**config.mk**
```make
export PLATFORM = sky130hd
export DESIGN_NAME = mmio_uart_tx
export DESIGN_NICKNAME = d
export VERILOG_FILES = /design/src/rtl/mmio_uart_tx.sv
export SDC_FILE = /design/constraint.sdc
export NUM_CORES = 1
export LEC_CHECK = 0
export ABC_AREA = 1
export ABC_CLOCK_PERIOD_IN_PS = 2800
export BUFFER_PORTS_ARGS = -buffer_cell sky130_fd_sc_hd__buf_2
export CORE_ASPECT_RATIO = 1.2
export CORE_MARGIN = 2
export CORE_UTILIZATION = 50
export DETAILED_ROUTE_END_ITERATION = 10
export PLACE_DENSITY = 0.77
export SYNTH_ARGS = -nofsm -noshare
export SYNTH_HDL_FRONTEND = slang
export SYNTH_SLANG_ARGS = --single-unit
```
**constraint.sdc**
```tcl
create_clock -name clk -period 2.8 [get_ports clk]
set_clock_uncertainty 0.1 [all_clocks]
set_input_delay 0.28 -clock clk [delete_from_list [all_inputs] [get_ports clk]]
set_output_delay 0.28 -clock clk [all_outputs]
set_load 0.05 [all_outputs]
```
**src/rtl/mmio_uart_tx.sv**
```systemverilog
// mmio_uart_tx: memory-mapped 8N1 UART transmitter with a transmit FIFO
// on the core's unified memory port.
module mmio_uart_tx #(
   parameter logic [31:0] BASE_ADDR = 32'hFFFF_0000,
   parameter int CLKS_PER_BIT = 16,
   parameter int FIFO_DEPTH = 8
) (
   input  logic        clk,
   input  logic        reset,
   input  logic        MemWrite,
   input  logic [31:0] Adr,
   input  logic [31:0] WriteData,
   output logic [31:0] ReadData,
   output logic        Sel,
   output logic        tx
);
   localparam int AW = $clog2(FIFO_DEPTH);
   localparam int CW = $clog2(CLKS_PER_BIT);
   localparam logic [CW-1:0] RELOAD = CW'(CLKS_PER_BIT - 1);
   typedef enum logic [1:0] {IDLE, START, DATA, STOP} state_t;
   state_t state, state_n;
   logic [7:0] mem [FIFO_DEPTH];
   logic [AW:0] wp, rp, count;
   logic [31:0] count32;
   logic [3:0] cnt_sat;
   logic [CW-1:0] cnt, cnt_n;
   logic [2:0] bit_idx, bit_n;
   logic [7:0] sh, sh_n;
   logic [1:0] off;
   logic tx_n, pop, launch, tick0, en, ovf, full, empty, busy;
   logic wr, push, flush, clr_ovf, unused_ok;
   assign Sel = Adr[31:4] == BASE_ADDR[31:4];
   assign off = Adr[3:2];
   assign wr = Sel && MemWrite;
   assign push = wr && off == 2'd0;
   assign flush = wr && off == 2'd2 && WriteData[1];
   assign clr_ovf = wr && off == 2'd2 && WriteData[2];
   assign count = wp - rp;
   assign count32 = 32'(count);
   assign cnt_sat = count32 > 32'd15 ? 4'hF : count32[3:0];
   assign empty = wp == rp;
   assign full = (wp ^ rp) == {1'b1, {AW{1'b0}}};
   assign busy = state != IDLE;
   assign unused_ok = ^{WriteData[31:8], Adr[1:0]};
   assign ReadData = !Sel ? 32'd0 :
                     off == 2'd1 ? {24'd0, cnt_sat, ovf, busy, empty, full} :
                     off == 2'd2 ? {31'd0, en} : 32'd0;
   // full is judged before the edge, so a push while full drops even if a pop coincides
   always_ff @(posedge clk or negedge reset)
      if (!reset) begin
         wp <= '0;
         rp <= '0;
         ovf <= 1'b0;
         en <= 1'b1;
      end else begin
         if (push && full) ovf <= 1'b1;
         else if (clr_ovf) ovf <= 1'b0;
         if (wr && off == 2'd2) en <= WriteData[0];
         if (push && !full) wp <= wp + 1'b1;
         if (flush) rp <= wp;
         else if (pop) rp <= rp + 1'b1;
      end
   always_ff @(posedge clk)
      if (push && !full) mem[wp[AW-1:0]] <= WriteData[7:0];
   always_comb begin
      state_n = state;
      cnt_n = cnt;
      bit_n = bit_idx;
      sh_n = sh;
      tx_n = tx;
      pop = 1'b0;
      tick0 = cnt == '0;
      launch = en && !empty && (state == IDLE || (state == STOP && tick0));
      case (state)
         IDLE: ;
         START:
            if (tick0) begin
               state_n = DATA;
               cnt_n = RELOAD;
               bit_n = 3'd0;
               tx_n = sh[0];
            end else cnt_n = cnt - 1'b1;
         DATA:
            if (tick0) begin
               cnt_n = RELOAD;
               if (bit_idx == 3'd7) begin
                  state_n = STOP;
                  tx_n = 1'b1;
               end else begin
                  bit_n = bit_idx + 3'd1;
                  sh_n = sh >> 1;
                  tx_n = sh[1];
               end
            end else cnt_n = cnt - 1'b1;
         STOP:
            if (tick0) state_n = IDLE;
            else cnt_n = cnt - 1'b1;
      endcase
      // a launch from STOP chains frames with no idle gap
      if (launch) begin
         state_n = START;
         pop = 1'b1;
         sh_n = mem[rp[AW-1:0]];
         cnt_n = RELOAD;
         bit_n = 3'd0;
         tx_n = 1'b0;
      end
   end
   always_ff @(posedge clk or negedge reset)
      if (!reset) begin
         state <= IDLE;
         cnt <= '0;
         bit_idx <= '0;
         sh <= '0;
         tx <= 1'b1;
      end else begin
         state <= state_n;
         cnt <= cnt_n;
         bit_idx <= bit_n;
         sh <= sh_n;
         tx <= tx_n;
      end
endmodule

```
# Yosys cells after proc, flatten, opt, wreduce, memory -nomap -nowiden
# Memories as Yosys holds them, arrays and structs flattened.
# Index checks and enable logic that the tools add are counted.
# totals
register_bits,28
latch_bits,0
ramBits,64
rom_bits,0
input_bits,67
output_inout_bits,34
wordCells,98
memories,1
# memory_table
memory,words,width,read_ports,rd_ports_with_merged_regs,write_ports,line,rtl
mem,8,8,1,0,1,22,logic [7:0] mem [FIFO_DEPTH];
# classes
addsub,5
n_mul,0
n_div,0
order_cmp,1
eq_ne,16
shift,0
mux,35
bitwise_logic,1
n_reduce_logical,30
# op_table
op,n
2-to-1 mux 8 bit,6
"== test 28 bit, second input constant",1
2-to-1 mux 4 bit,6
"inequality test 3 bit, second input constant",6
2-to-1 mux 3 bit,4
logical AND 1 bit,10
2-to-1 mux 1 bit,10
2-to-1 mux 2 bit,5
nonzero test 2 bit,5
"adder 4 x 1 -> 4 bit, second input constant",2
case mux 4 bit (2 select lines),1
"== test 2 bit, second input constant",3
case mux 2 bit (3 select lines),1
case mux 3 bit (2 select lines),1
AND reduction 3 bit,2
nonzero test 3 bit,2
AND reduction 5 bit,1
"== test 2 x 1 -> 1 bit, second input constant",2
== test 4 bit,1
"== test 4 bit, second input constant",1
"greater-than comparator 4 bit, second input constant",1
zero test 2 bit,2
zero test 4 bit,1
AND reduction 4 bit,1
12 further kinds,13

# Depth between registers and ports, before layout
# Gate-level depths: netlist of run 1.
# logic_depth
depth_word,7
depth_mapped,13
ltp_nobuf,12

# Worst setup path before layout of run 1
# Ideal clock, no wire load.
# synth_path
path_type,register to output
start,reg rp[1]
end,out ReadData[0]
t_arrival_ns,2.354
required_time_ns,2.420
slack_ns,0.066
path_stages_with_launch,10
n_path_buf,1
path_cell_list,dfrtp_1 buf_2 inv_1 ha_1 nand2_2 nor2_4 nand2_2 inv_2 a22oi_1 nor3_1
# synth_between
elab_chain_len,4
# synth_lines
element,line,rtl
"start, declared",23,"logic [AW:0] wp, rp, count;"
"start signal, assigned",60,if (flush) rp <= wp;
"start signal, assigned",61,else if (pop) rp <= rp + 1'b1;
XOR 4 bit,42,"assign full = (wp ^ rp) == {1'b1, {AW{1'b0}}};"
== test 4 bit,42,
2-to-1 mux 8 bit,46,"off == 2'd1 ? {24'd0, cnt_sat, ovf, busy, empty, full} :"
2-to-1 mux 8 bit,45,assign ReadData = !Sel ? 32'd0 :
"end, declared",13,"output logic [31:0] ReadData,"
# Every way passes these cells.

# Worst setup path in the final report of run 1
# layout_path
start,reg rp[2]
end,out ReadData[0]
# The elaborated chain is that of the path after synthesis.

==> impl_metrics.ini, run 1 <==
[outcome]
status = complete, no violations

[pwr]
power_density_mw_per_mm2 = 512
p_leak_nw = 2.34
seqPwrFrac_pct = 52.9
switching_share_pct = 23.8
finalPower_mw = 2.77
clkPwrFrac_pct = 41.1
p_int_mw = 2.11
peakVddDrop_uv = 383
p_switching_mw = 0.659
pwr-share-comb_pct = 6.0

[cts]
clock_sinks = 92
cts.htree.levels = 3
cts_root_buf = clkbuf_16
numCtsBuffers = 9
path_clk_slew_ns = 0.07
cts_tree = yes
insertion_delay_ns = 0.34
clockBufferDepth = 2

[logic_synthesis]
yosys.area_share.simple_pct = 20.6
ys_async_sr_fraction_pct = 30.4
synth-edff-count = 64
syn_avg_cell_area_um2 = 9.42
synthAdderAreaFrac_pct = 3.56
yosysWarnings = 0
post_synth_instance_area_mm2 = 0.00478
ys.flop_type = edfxtp_1
synthCells = 508
ys_seq_area_share_pct = 54.9
ys_seq_elements = 92
synthMuxAreaShare_pct = 0
synth_xor_area_share_pct = 1.62
synth_top_family_by_area = simple AND/OR/NAND/NOR gates
synth_compound_area_share_pct = 9.65
synth_cell_types = 39

[worst_setup_path]
path_class = flop to output port
critPathLaunch = rp[2]$_DFFE_PN0P_
worstPathRequired_ns = 2.42
r2r_end = mem[0][3]$_DFFE_PP_
cp_max_fo = 9
arrival_ns = 2.25
cp-endpoint = ReadData[0]
max_stage_delay_ns = 0.40
reg2reg_depth = 10
reg2reg_slack_ns = 0.41
critPathBufInv = 3
cpMaxStageDelayCell = ha_1
crit_top_cell = nand2_2
endpoint_kind = output port
path_cells = clkinvlp_4, ha_1, nand2_2, nor2_4, nand2_2, inv_2, a22oi_1, nor3_1, buf_2
cp_num_cells = 9
cp_top_family = buffers and inverters
startpoint_type = flop
r2r_start = rp[2]$_DFFE_PN0P_

[global_route]
antenna_found_initial = 0
use_met2_pct = 33.9
grt_max_degree = 36
grtUsageMet3_pct = 3.87
use_met1_pct = 23.9
grtUsageTotal_pct = 19.8
grt_pass1_wl_um = 15900
grt.overflow.total = 0
busiest_layer = met2
first_global_vias = 3433

[cells_and_area]
antenna_cells = 0
finish.utilization_pct = 57.4
layout_common_cells = nor2_1 (92), nand2_1 (81), edfxtp_1 (64), buf_2 (50), inv_1 (48)
mostFrequentLayoutCell = nor2_1
areaGrowthSynthToFinish_pct = 13.0
final-instance-count-excl-fill = 696
final_area_mm2 = 0.00541
nets = 649
drive_gt1_share_pct = 17.6

[placement]
place_hpwl_um = 6610
gp_congestion = 0.789
port_buffers = 50
placed_cells = 680
dp_slack_ns = 0.385
placed_area_mm2 = 0.00512

[detailed_routing]
wire_per_inst_um = 13.9
via_per_inst = 5.22
num_vias = 3635
drc = 0
drt_iter0_drc = 204
wl_um = 9670
postRouteAntennaNets = 0
detail_route.first_pass.iterations = 5

[floorplan]
io_pins = 101
core_area_mm2 = 0.00942
die-area_mm2 = 0.0104
placementRows = 39
die_x_um = 93.3
initial_core_util_pct = 50.8
die_h_um = 111

[flow_run]
drv_cap = 0

[worst_hold_path]
hp-class = primary input to flop

[sta]
slew_headroom_pct = 53.2
min_period_over_period_pct = 94.0
clock.fmax_ghz = 0.380
fin_ws_ns = 0.168
tightest_slew_ns = 0.701
fin_tns_setup_ns = 0
period_minus_slack_ns = 2.63
setup_viol = 0
finalMaxSlewViolations = 0
rsz0062_at_grt = no
holdWs_ns = 0.117
hold_viol_final = 0
[final cells by class]
type	count	area, um^2
tap	123	154
clock buffer	9	225
clock inverter	6	53.8
inverter	52	199
sequential	92	2630
multi-input combinational	349	1790
timing repair buffer	65	365
fill	788	4010
[repair_timing]
action,4_1_cts,5_1_grt
hold endpoints to repair,26,0
hold buffers,1,0
setup buffers,0,0
setup endpoints to repair,0,1
resized for setup,0,1
[power by group through the flow]
| stage | logic [mW] | registers [mW] | clock network (mW) |
|---|---|---|---|
| 3_5_place_dp | 0.165 | 1.49 | 0 |
| 5_1_grt | 0.184 | 1.46 | 1.20 |
| 6_report | 0.166 | 1.46 | 1.14 |
| 2_1_floorplan | 0.133 | 1.49 | 0 |
| 3_3_place_gp | 0.161 | 1.49 | 0 |
| 4_1_cts | 0.167 | 1.46 | 1.15 |
[sequential cells by signal, summed over array words and instances (netlist names)]
signal   count
wp           4
tx           1
ovf          1
cnt          4
sh           8
state        2
bit_idx      3
rp           4
en           1
mem         64
[layer usage]
| metal | part of all wire, % | vias to the layer above |
|---|---|---|
| li1 | - | 1777 |
| met1 | 42 | 1717 |
| met2 | 51 | 112 |
| met3 | 4.1 | 29 |
| met4 | 2.7 | 0 |
| met5 | 0 | - |
[worst min path at each step]
stage	endpoint	depth (start not counted)	slack, ns	startpoint
floorplan	bit_idx[0]$_DFFE_PN0P_	0	-0.12	reset
global placement	cnt[2]$_DFFE_PN0P_	1	0.24	reset
detailed placement	cnt[2]$_DFFE_PN0P_	1	0.25	reset
CTS	en$_DFFE_PN1N_	3	0.11	WriteData[0]
global route	mem[0][6]$_DFFE_PP_	1	0.13	WriteData[6]
finish	mem[0][6]$_DFFE_PP_	1	0.12	WriteData[6]
[synth_stat cells (2+ instances only)]
cell       n  area [um^2]
ha_1      12          150
nand3_1   29          145
nand2_2    5         31.3
o221ai_1   8         70.1
o211ai_1  12         90.1
o21ai_1    2         10.0
nor3_1     2         10.0
buf_2      8         40.0
xnor2_1    2         17.5
inv_2      3         11.3
dfrtp_1   26          651
edfxtp_1  64         1920
nor2_4     2         22.5
a21oi_1    8         40.0
clkbuf_2   2         10.0
xor2_1     5         43.8
nand3_2    2         20.0
o21ai_0   47          235
buf_4     25          188
nor2_1    92          345
nand2_1   81          304
dfstp_2    2         52.6
nand4_1    5         31.3
inv_1     48          180
buf_6      2         22.5
[kinds of logic (layout without fill, tap and decap cells)]
| kind of cell | Yosys count | count (layout) |
|---|---|---|
| compound gates | 79 | 79 |
| xor+xnor | 8 | 8 |
| fa+ha+maj | 13 | 13 |
| buf+inv | 90 | 132 |
| flops | 92 | 92 |
| other cells | 1 | 24 |
| simple gates | 225 | 225 |
Power figures use the tool's default switching activity.
==> run 2: changes to the inputs <==
- ABC_CLOCK_PERIOD_IN_PS: 2800 -> default
- BUFFER_PORTS_ARGS: -buffer_cell sky130_fd_sc_hd__buf_2 -> default
- CORE_UTILIZATION: 50 -> 57
- DONT_BUFFER_PORTS: default -> 1
- PLACE_DENSITY: 0.77 -> 0.75
==> run 2 against run 1 <==
  * Setup slack better by 0.042 ns
  * Maximum frequency up 1.6%
  * Die area down 12%
  * Cell count shrank 5.7%
  * First-iteration DRC count grew 22%
==> impl_metrics.ini, run 2 (synthesized netlist as in run 1, its figures left out) <==
[cells_and_area]
areaGrowthSynthToFinish_pct = 9.68
num-fill-cells = 662
largest_register_ffs = 64
nets = 617
final-instance-count-excl-fill = 656
multiInputGateArea_mm2 = 0.00179
layout_common_cells = nor2_1 (92), nand2_1 (81), edfxtp_1 (64), inv_1 (48), o21ai_0 (47)
antenna_cells = 0
drive_gt1_share_pct = 11.1
mostFrequentLayoutCell = nor2_1
regArea_mm2 = 0.00263

[cts]
ctsResizeCount = 0
cts.htree.levels = 3
cts_tree = yes
path_clk_slew_ns = 0.10
cts_root_buf = clkbuf_8
clock_sinks = 92
clockBufferDepth = 2
insertion_delay_ns = 0.37
numCtsBuffers = 9

[worst_setup_path]
reg2reg_slack_ns = 0.48
worstPathRequired_ns = 2.42
reg2reg_depth = 10
cp-endpoint = ReadData[0]
path_class = flop to output port
r2r_end = mem[3][7]$_DFFE_PP_
cp_max_fo = 5
critPathLaunch = wp[0]$_DFFE_PN0P_
arrival_ns = 2.21
r2r_start = wp[0]$_DFFE_PN0P_
endpoint_kind = output port
startpoint_type = flop

[floorplan]
die_x_um = 87.6
die-area_mm2 = 0.00915
core_area_mm2 = 0.00815
placementRows = 36
io_pins = 101
initial_core_util_pct = 58.7
die_h_um = 104

[worst_hold_path]
hp-class = primary input to flop

[global_route]
use_met2_pct = 34.9
grt_pass1_wl_um = 15100
antenna_found_initial = 0
grt.overflow.total = 0
use_met1_pct = 28.2
grt_max_degree = 37
first_global_vias = 3184
grtUsageMet3_pct = 3.65
grtUsageTotal_pct = 21.5
busiest_layer = met2

[pwr]
finalPower_mw = 2.52
p_switching_mw = 0.670
p_int_mw = 1.85
seqPwrFrac_pct = 58.1
pwr-share-comb_pct = 6.0
p_leak_nw = 2.19
peakVddDrop_uv = 368
power_density_mw_per_mm2 = 480
switching_share_pct = 26.6
clkPwrFrac_pct = 36.0

[sta]
fin_tns_setup_ns = 0
clock.fmax_ghz = 0.386
holdWs_ns = 0.0267
min_period_over_period_pct = 92.5
hold_viol_final = 0
period_minus_slack_ns = 2.59
setup_viol = 0
rsz0062_at_grt = no
finalMaxSlewViolations = 0

[detailed_routing]
drt_iter0_drc = 248
drc = 0
via_per_inst = 5.31
postRouteAntennaNets = 0
wl_um = 9310
detail_route.first_pass.iterations = 5
num_vias = 3485
wire_per_inst_um = 14.2

[placement]
port_buffers = 0
placed_cells = 629
gp_congestion = 0.794
place_hpwl_um = 6350

[outcome]
status = complete, no violations

[flow_run]
drv_cap = 0
run 2: changes by cell type in the layout (fill, tap and decap cells not counted), moves of 3 or more:
| cell | change |
|---|---|
| buf_2 | -50 |
| clkbuf_8 | +9 |
| clkbuf_16 | -9 |
| buf_4 | +8 |
| clkinv_8 | +3 |
| dlygate4sd3_1 | +9 |
run 2: how the worst min path moves through the flow:
stage | slack, ns | from | cells after the start | endpoint
4_1_cts | 0.02 | Adr[3] | 3 | ovf$_DFFE_PN0P_
5_1_grt | 0.02 | MemWrite | 2 | rp[0]$_DFFE_PN0P_
3_5_place_dp | -0.11 | reset | 0 | cnt[2]$_DFFE_PN0P_
6_report | 0.03 | MemWrite | 2 | rp[0]$_DFFE_PN0P_
2_1_floorplan | -0.12 | reset | 0 | bit_idx[0]$_DFFE_PN0P_
3_3_place_gp | -0.11 | reset | 0 | cnt[2]$_DFFE_PN0P_
run 2: worst max-delay path, stage by stage, from the launching register on:
cell and delay, ns:
dfrtp_1 0.44, inv_1 0.16, ha_1 0.33, inv_1 0.06, nor2_4 0.13, nand2_2 0.11, inv_2 0.11, a22oi_1 0.07
nor3_1 0.19, buf_4 0.25
run 2: cell type report:
type                            count  area share, %
Clock buffer                        9           2.36
Clock inverter                      7           1.69
Inverter                           52           3.72
Multi-Input combinational cell    349           34.0
Sequential cell                    92           50.0
Tap cell                          114           2.72
Timing Repair Buffer               33           5.44
run 2: what timing repair did:
item	CTS	global route
endpoints found under the setup margin	0	0
endpoints found under the hold margin	97	0
hold buffers	11	0
setup buffers	0	0
run 2: metal layers:
| metal | vias to the layer above | wire (um) |
|---|---|---|
| li1 | 1712 | - |
| met1 | 1643 | 3830 |
| met2 | 112 | 4740 |
| met3 | 18 | 544 |
| met4 | 0 | 202 |
| met5 | - | 0 |
run 2: power by group through the flow:
stage	registers (mW)	clock network (mW)	logic, mW
global route	1.46	0.967	0.164
global placement	1.49	0	0.112
CTS	1.46	0.913	0.150
finish	1.46	0.906	0.150
detailed placement	1.49	0	0.114
floorplan	1.49	0	0.133
run 2: stage by stage:
stage                     cell area [um^2]  utilization (%)  setup WS (ns)
after floorplan                       4870                -         0.0655
after global placement                4910             60.3          0.550
after detailed placement              4910             60.3          0.498
after CTS                             5250             64.4          0.244
after global routing                  5250             64.4          0.129
final                                 5250             64.4          0.210
==> run 3: changes to the inputs <==
==> constraint.sdc (replaced) <==
create_clock -name clk -period 2.8 [get_ports clk]
set_clock_uncertainty 0.1 [all_clocks]
set_input_delay 0.56 -clock clk [delete_from_list [all_inputs] [get_ports clk]]
set_output_delay 0.56 -clock clk [all_outputs]
set_load 0.05 [all_outputs]
==> run 3 against run 2 <==
  * Register-to-register slack worse by 0.08 ns
  * Combinational power is 15% lower
  * Die area stayed put
  * Non-clock buffer count is 8 lower
  * Clock-buffer cell count stayed put
  * Maximum frequency is 1.4% lower
  * Setup slack worse by 0.036 ns
  * Critical endpoint is now ReadData[6]
  * Clock power is 8.3% lower
  * First-iteration DRC count is 24% lower
  * Wire length is 2.6% lower
  * Sequential share of layout area is 0.94 points higher
==> impl_metrics.ini, run 3 (synthesized netlist as in run 1, its figures left out) <==
[cells_and_area]
nets = 609
layout_common_cells = nor2_1 (92), nand2_1 (81), edfxtp_1 (64), inv_1 (47), o21ai_0 (47)
largest_register_ffs = 64
drive_gt1_share_pct = 12.0
final_area_mm2 = 0.00515
areaGrowthSynthToFinish_pct = 7.71
mostFrequentLayoutCell = nor2_1
antenna_cells = 0

[sta]
fin_ws_ns = 0.174
period_minus_slack_ns = 2.63
slew_headroom_pct = 61.4
clock.fmax_ghz = 0.381
min_period_over_period_pct = 93.8
setup_viol = 0
rsz0062_at_grt = no
finalMaxSlewViolations = 0
tightest_slew_ns = 0.578
hold_viol_final = 0

[cts]
cts_tree = yes
clock_sinks = 92
insertion_delay_ns = 0.36
clockBufferDepth = 2
post_cts_buffers = 0
path_clk_slew_ns = 0.10
cts_root_buf = clkbuf_8
cts.htree.levels = 3
numCtsBuffers = 9

[global_route]
grt_pass1_wl_um = 14600
grtUsageTotal_pct = 20.9
antenna_found_initial = 0
grt_max_degree = 37
grt.overflow.total = 0
first_global_vias = 3157

[outcome]
status = complete, no violations

[placement]
gp_congestion = 0.838
dp_slack_ns = 0.334
place_hpwl_um = 6220
port_buffers = 0
placed_area_mm2 = 0.00493

[worst_setup_path]
path_class = flop to output port
arrival_ns = 1.97
endpoint_kind = output port
worstPathRequired_ns = 2.14
startpoint_type = flop
cp_max_fo = 5

[detailed_routing]
drc = 0
drt_iter0_drc = 189
wl_um = 9070
met1Wirelength_um = 3790
wl_met2_um = 4670
via_per_inst = 5.23
num_vias = 3390
detail_route.first_pass.iterations = 4
postRouteAntennaNets = 0
dr_wl_met3_um = 468
top_layer = met4
wire_per_inst_um = 14.0

[floorplan]
die-area_mm2 = 0.00915
die_x_um = 87.6
die_h_um = 104
io_pins = 101
placementRows = 36
core_area_mm2 = 0.00815
initial_core_util_pct = 58.7

[flow_run]
drv_cap = 0

[pwr]
seqPwrFrac_pct = 60.4
switching_share_pct = 25.0
p_switching_mw = 0.604
power_density_mw_per_mm2 = 470
p_int_mw = 1.82
p_leak_nw = 2.14
pwr-share-comb_pct = 5.3
peakVddDrop_uv = 429
clkPwrFrac_pct = 34.3

[worst_hold_path]
hp-class = primary input to flop
[run 3: metal layers]
metal,vias up,GRT usage [%]
li1,1692,-
met1,1584,27.2
met2,104,34.5
met3,10,3.73
met4,0,7.80
met5,-,0
[run 3: timing repair]
action,4_1_cts,5_1_grt
hold endpoints to repair,28,0
endpoints found under the setup margin,0,3
hold buffers,2,0
gates resized for setup,0,4
[run 3: area by class of cell]
class,instances,area (um^2)
inverter,52,195
clock inverter,7,55.1
multi-input combinational,349,1800
timing repair buffer,25,206
clock buffer,9,124
fill,643,3000
tap,114,143
sequential,92,2630
[run 3: final timing paths]
kind / start / slack [ns] / cells after the start / end
setup / recovery: wp[0]$_DFFE_PN0P_ / 0.17 / 7 / ReadData[6]
hold / removal: WriteData[1] / 0.19 / 0 / mem[7][1]$_DFFE_PP_
setup reg to reg: wp[1]$_DFFE_PN0P_ / 0.40 / 9 / mem[4][4]$_DFFE_PP_
hold reg to reg: bit_idx[1]$_DFFE_PN0P_ / 0.40 / 2 / bit_idx[1]$_DFFE_PN0P_
max in group asynchronous: reset / 1.81 / 2 / en$_DFFE_PN1N_
min in group asynchronous: reset / 0.54 / 2 / bit_idx[2]$_DFFE_PN0P_
[run 3: through the flow]
stage          total power [mW]  TNS, ns  hold WS (ns)  instances  utilization (%)
3_3_place_gp               1.61        0         0.165        630             60.4
4_1_cts                    2.43        0         0.181        648             63.0
6_report                   2.42        0         0.190        648             63.2
2_1_floorplan              1.63   -0.182         0.164        531                -
3_5_place_dp               1.61        0         0.165        630             60.4
5_1_grt                    2.49        0         0.173        648             63.2
[run 3: power groups by stage]
| stage | registers (mW) | clock network (mW) | logic (mW) |
|---|---|---|---|
| global placement | 1.49 | 0 | 0.112 |
| floorplan | 1.49 | 0 | 0.133 |
| global route | 1.46 | 0.883 | 0.140 |
| detailed placement | 1.49 | 0 | 0.114 |
| CTS | 1.46 | 0.838 | 0.127 |
| finish | 1.46 | 0.831 | 0.127 |
[run 3: worst max-delay path, cell delays in order (launching register included)]
cell     delay [ns]
dfrtp_2        0.45
inv_2          0.11
ha_1           0.17
inv_1          0.05
fa_1           0.38
xnor2_1        0.14
nor2_1         0.10
buf_4          0.20
